$ cat src/rtl/input_conditioner.sv
// Board-input front end: 2-flop sync, debounce and edge strobes for KEY (active-low) and SW.
// Optional per-key auto-repeat on KEY_PRESS when KEY_AUTOREPEAT_EN is defined.
module input_conditioner #(
  parameter int unsigned DB_CYCLES = 500000,
  parameter int unsigned RPT_DELAY = 25000000,
  parameter int unsigned RPT_RATE  = 5000000
) (
  input  logic       CLOCK_50,
  input  logic       Resetn,
  input  logic [3:0] KEY,
  input  logic [9:0] SW,
  output logic [3:0] KEY_DB,
  output logic [3:0] KEY_PRESS,
  output logic [3:0] KEY_RELEASE,
  output logic [9:0] SW_DB,
  output logic       SW_CHG
);

  localparam int unsigned N_KEY = 4;
  localparam int unsigned N_SW  = 10;
  localparam int unsigned N_IN  = N_KEY + N_SW;
  localparam int unsigned CW    = $clog2(DB_CYCLES);
  // Keys idle high (released), switches idle low.
  localparam logic [N_IN-1:0] RST_VAL = {{N_SW{1'b0}}, {N_KEY{1'b1}}};

  if (DB_CYCLES < 2 || RPT_DELAY < 2 || RPT_RATE < 2) begin : g_param_check
    $error("input_conditioner: DB_CYCLES, RPT_DELAY and RPT_RATE must be >= 2");
  end

  logic [N_IN-1:0]  raw;
  logic [N_IN-1:0]  sync1;
  logic [N_IN-1:0]  sync2;
  logic [N_IN-1:0]  stable;
  logic [N_IN-1:0]  commit;
  logic [CW-1:0]    cnt [N_IN];
  logic [N_KEY-1:0] rpt_hit;
  logic [N_KEY-1:0] key_press_q;
  logic [N_KEY-1:0] key_release_q;
  logic             sw_chg_q;

  assign raw = {SW, KEY};

  // Two-flop synchronizer for every raw input bit.
  always_ff @(posedge CLOCK_50 or negedge Resetn) begin
    if (!Resetn) begin
      sync1 <= RST_VAL;
      sync2 <= RST_VAL;
    end else begin
      sync1 <= raw;
      sync2 <= sync1;
    end
  end

  // A bit commits on the last of DB_CYCLES consecutive mismatching cycles.
  always_comb begin
    commit = '0;
    for (int i = 0; i < int'(N_IN); i++) begin
      commit[i] = (sync2[i] != stable[i]) && (cnt[i] == CW'(DB_CYCLES - 1));
    end
  end

  always_ff @(posedge CLOCK_50 or negedge Resetn) begin
    if (!Resetn) begin
      stable <= RST_VAL;
      for (int i = 0; i < int'(N_IN); i++) begin
        cnt[i] <= '0;
      end
    end else begin
      for (int i = 0; i < int'(N_IN); i++) begin
        if (sync2[i] == stable[i]) begin
          cnt[i] <= '0;
        end else if (commit[i]) begin
          stable[i] <= sync2[i];
          cnt[i]    <= '0;
        end else begin
          cnt[i] <= cnt[i] + CW'(1);
        end
      end
    end
  end

  // Strobes are registered on the commit edge so they line up with the new level.
  always_ff @(posedge CLOCK_50 or negedge Resetn) begin
    if (!Resetn) begin
      key_press_q   <= '0;
      key_release_q <= '0;
      sw_chg_q      <= 1'b0;
    end else begin
      key_press_q   <= (commit[N_KEY-1:0] & ~sync2[N_KEY-1:0]) | rpt_hit;
      key_release_q <= commit[N_KEY-1:0] & sync2[N_KEY-1:0];
      sw_chg_q      <= |commit[N_IN-1:N_KEY];
    end
  end

`ifdef KEY_AUTOREPEAT_EN
  localparam int unsigned RPT_MAX = (RPT_DELAY > RPT_RATE) ? RPT_DELAY : RPT_RATE;
  localparam int unsigned RW      = $clog2(RPT_MAX);

  logic [RW-1:0]    rpt_cnt [N_KEY];
  logic [N_KEY-1:0] rpt_phase;

  // Phase 0 waits RPT_DELAY after the press strobe, phase 1 repeats every RPT_RATE.
  always_comb begin
    rpt_hit = '0;
    for (int i = 0; i < int'(N_KEY); i++) begin
      rpt_hit[i] = KEY_DB[i] && !commit[i] &&
                   (rpt_phase[i] ? (rpt_cnt[i] == RW'(RPT_RATE - 1))
                                 : (rpt_cnt[i] == RW'(RPT_DELAY - 1)));
    end
  end

  always_ff @(posedge CLOCK_50 or negedge Resetn) begin
    if (!Resetn) begin
      rpt_phase <= '0;
      for (int i = 0; i < int'(N_KEY); i++) begin
        rpt_cnt[i] <= '0;
      end
    end else begin
      for (int i = 0; i < int'(N_KEY); i++) begin
        if (!KEY_DB[i] || commit[i]) begin
          rpt_cnt[i]   <= '0;
          rpt_phase[i] <= 1'b0;
        end else if (rpt_hit[i]) begin
          rpt_cnt[i]   <= '0;
          rpt_phase[i] <= 1'b1;
        end else begin
          rpt_cnt[i] <= rpt_cnt[i] + RW'(1);
        end
      end
    end
  end
`else
  assign rpt_hit = '0;
`endif

  assign KEY_DB      = ~stable[N_KEY-1:0];
  assign SW_DB       = stable[N_IN-1:N_KEY];
  assign KEY_PRESS   = key_press_q;
  assign KEY_RELEASE = key_release_q;
  assign SW_CHG      = sw_chg_q;

endmodule

$ cat config.mk
export PLATFORM = sky130hd
export DESIGN_NAME = input_conditioner
export DESIGN_NICKNAME = d
export VERILOG_FILES = /design/src/rtl/input_conditioner.sv
export SDC_FILE = /design/constraint.sdc
export NUM_CORES = 1
export LEC_CHECK = 0
export CAP_MARGIN = 40
export CORE_MARGIN = 2
export CORE_UTILIZATION = 62
export CTS_CLUSTER_SIZE = 25
export DETAILED_ROUTE_END_ITERATION = 10
export PLACE_DENSITY_LB_ADDON = 0.2
export SYNTH_ARGS = -nofsm -noshare
export SYNTH_HDL_FRONTEND = slang
export SYNTH_SLANG_ARGS = --single-unit
$ cat constraint.sdc
create_clock -name CLOCK_50 -period 2.85 [get_ports CLOCK_50]
set_input_delay 0.4275 -clock CLOCK_50 [delete_from_list [all_inputs] [get_ports CLOCK_50]]
set_output_delay 0.4275 -clock CLOCK_50 [all_outputs]
set_load 0.03 [all_outputs]
==> results.py <==
metrics = {
    "sta": {
        "setup_violations": 0,
        "worst_pin_slew_ns": 0.711,
        "fin_crit_ns": 2.26,
        "finalClockSkew_ns": 0.0140,
        "hold_viol": 0,
        "timing.hold.ws_ns": 0.332,
        "fin_crit_sh_pct": 79.1,
        "tns_ns": 0,
        "maxSlewHeadroom_pct": 52.1,
        "fmax_mhz": 443,
        "rsz0062_at_grt": "no",
        "slew_viol_final": 0,
    },
    "cts": {
        "clk_latency_ns": 0.51,
        "tritoncts": "yes",
        "cts_inserted_buffers": 34,
        "h-tree-depth": 2,
        "cts.path.max_buffers": 3,
        "postCtsSetupBuffers": 0,
        "cts-resized-gates": 0,
        "path_clk_slew_ns": 0.06,
        "clock_sinks": 317,
        "clockRootBuffer": "clkbuf_16",
    },
    "placed_design": {
        "gp_congestion": 0.808,
        "io_buffer_count": 38,
        "hpwl_um": 16300,
    },
    "grt": {
        "grt_overflow_total": 0,
        "grt_max_degree": 80,
        "grt_pass1_vias": 9825,
        "grt_pass1_wl_um": 44600,
        "grt_usage_pct": 21.9,
        "antenna_found_initial": 0,
    },
    "yosys": {
        "synth_edf_count": 0,
        "synth_warnings": 0,
        "synthFlopType": "dfrtp_1",
        "yosysTopAreaCell": "dfrtp_1",
        "async_flop_share_pct": 100,
        "synth_cell_types": 43,
        "synth_nets": 1435,
        "netlist_top_cells_area": "dfrtp_1 (53%), nor2_1 (8.5%), xor2_1 (8.0%), xnor2_1 (7.3%), nand3_1 (3.1%)",
        "syn_area_per_cell_um2": 10.3,
        "ys_ff_latch": 317,
        "ys_seq_area_share_pct": 55.1,
        "synth_cells": 1405,
        "syn_area_mm2": 0.0144,
        "synth_top_area_share_pct": 52.9,
    },
    "drt": {
        "drc": 0,
        "vias": 9798,
        "wire_per_inst_um": 14.2,
        "antenna_left": 0,
        "drt_iter0_markers": 549,
        "totalWireLength_um": 25400,
        "drt-pass1-iter-count": 5,
        "vias_per_cell": 5.47,
    },
    "setup_path": {
        "r2r-start": "cnt[31]",
        "cp_data_arrival_time_ns": 2.62,
        "crit_end": "cnt[29]",
        "cp_max_fo": 19,
        "r2r-end": "cnt[29]",
        "cp.required_ns": 3.21,
        "path_class": "reg -> reg",
        "startpoint_type": "register",
        "reg2regPathDepth": 4,
        "startpoint": "cnt[31]",
        "endpoint_kind": "register",
        "r2r_setup_slack_ns": 0.59,
    },
    "cells_and_area": {
        "area.sequential_mm2": 0.00795,
        "final_cell_mix": "nor2_1 (326), dfrtp_1 (305), xor2_1 (132), xnor2_1 (120), nand3_1 (89)",
        "fill_cells": 1636,
        "multi_input_area_mm2": 0.00615,
        "diodes": 0,
        "layout-drive-gt1-share_pct": 6.29,
        "final_common_cell": "nor2_1",
        "syn_to_final_growth_pct": 12.5,
        "final_nets": 1483,
    },
    "floorplanning": {
        "rows": 55,
        "ioPinCount": 39,
        "die_h_um": 157,
        "dieArea_mm2": 0.0245,
        "fp.dieW_um": 157,
        "start_util_pct": 63.4,
        "core_area_mm2": 0.0228,
    },
    "pwr": {
        "cellLeakagePower_nw": 6.88,
        "power.total_mw": 9.40,
        "power_per_cell_area_mw_per_mm2": 579,
        "peakVddDrop_uv": 497,
    },
    "hold_path": {
        "hold_start": "KEY[1]",
        "hold_path_class": "in -> reg",
    },
    "status": {
        "status": "finished clean",
    },
    "job": {
        "max-cap-violations": 0,
    },
}
-- synthesized netlist by cell type, drive strengths merged, types with 12 or more instances --
master  number
nor2       326
dfrtp      305
xor2       132
xnor2      120
nand3       91
nand2       86
nand4       69
nor3        34
nor4        32
inv         30
buf         29
and3        25
nor4b       15
ha          14
dfstp       12
-- per-stage QoR --
step	util (%)	setup slack, ns	std cells	area (um2)
after floorplan	-	0.821	1405	14400
after global placement	66.2	0.694	1729	15100
after detailed placement	66.2	0.562	1729	15100
after CTS	71.3	0.563	1791	16200
after global routing	71.3	0.420	1791	16200
final	71.3	0.595	1791	16200
-- metal layers --
metal | up-vias | global-route usage (%) | part of all wire [%] | routed length, um
li1 | 4816 | - | - | -
met1 | 4801 | 29.5 | 47 | 12000
met2 | 135 | 36.7 | 48 | 12100
met3 | 46 | 3.60 | 3.2 | 805
met4 | 0 | 6.55 | 2.1 | 521
met5 | - | 0 | 0 | 0
-- what timing repair did --
item / in CTS / in global routing
endpoints found under the hold margin: 63 / 0
hold buffers: 1 / 0
endpoints found under the setup margin: 0 / 0
-- state kept, by name (all words and copies together), names as in the netlist --
| register | count |
|---|---|
| KEY_PRESS | 4 |
| KEY_RELEASE | 4 |
| SW_CHG | 1 |
| cnt | 266 |
| stable | 14 |
| sync1 | 14 |
| sync2 | 14 |
-- critical path, cell delays in order (launching register included) --
cell and delay (ns):
dfrtp_1 0.40, or4b_2 0.70, nor4_1 0.30, or2_1 0.59, nor2_1 0.12
-- area by class of cell --
| cell class | instances | share of cell area (%) |
|---|---|---|
| inverters | 30 | 0.693 |
| well taps | 313 | 2.41 |
| multi-input cells | 1024 | 37.9 |
| clock buffers | 54 | 6.40 |
| clock inverters | 7 | 0.678 |
| repair buffers | 46 | 2.99 |
| flip-flops and latches | 317 | 48.9 |
-- power by group --
part           total (mW)  switching [mW]  internal (mW)
Sequential           4.64          0.0604           4.57
Combinational       0.273           0.188         0.0852
Clock                4.49            1.72           2.77
Total                9.40            1.96           7.43
-- logic make-up (layout without fill, tap and decap cells) --
kind of cell / count (synthesis) / in the layout / synth area share, %
xor gates and xnor gates: 252 / 252 / 15.3
muxes: 10 / 10 / 0.832
AOI/OAI and AO/OA: 4 / 4 / 0.208
adders and majority gates: 14 / 14 / 1.21
and+or+nand+nor: 744 / 744 / 25.1
buffers and inverters: 64 / 137 / 2.31
DFF: 317 / 317 / 55.1
-- how the worst min path moves through the flow --
| stage | cells after the start | to | slack (ns) |
|---|---|---|---|
| final | 1 | sync1[1] | 0.33 |
| after global routing | 1 | sync1[1] | 0.32 |
| after CTS | 1 | sync1[1] | 0.32 |
| after detailed placement | 0 | sync2[5] | 0.34 |
| after global placement | 0 | sync2[10] | 0.33 |
| after floorplan | 0 | KEY_PRESS[0] | 0.13 |
Power figures use the tool's default switching activity.
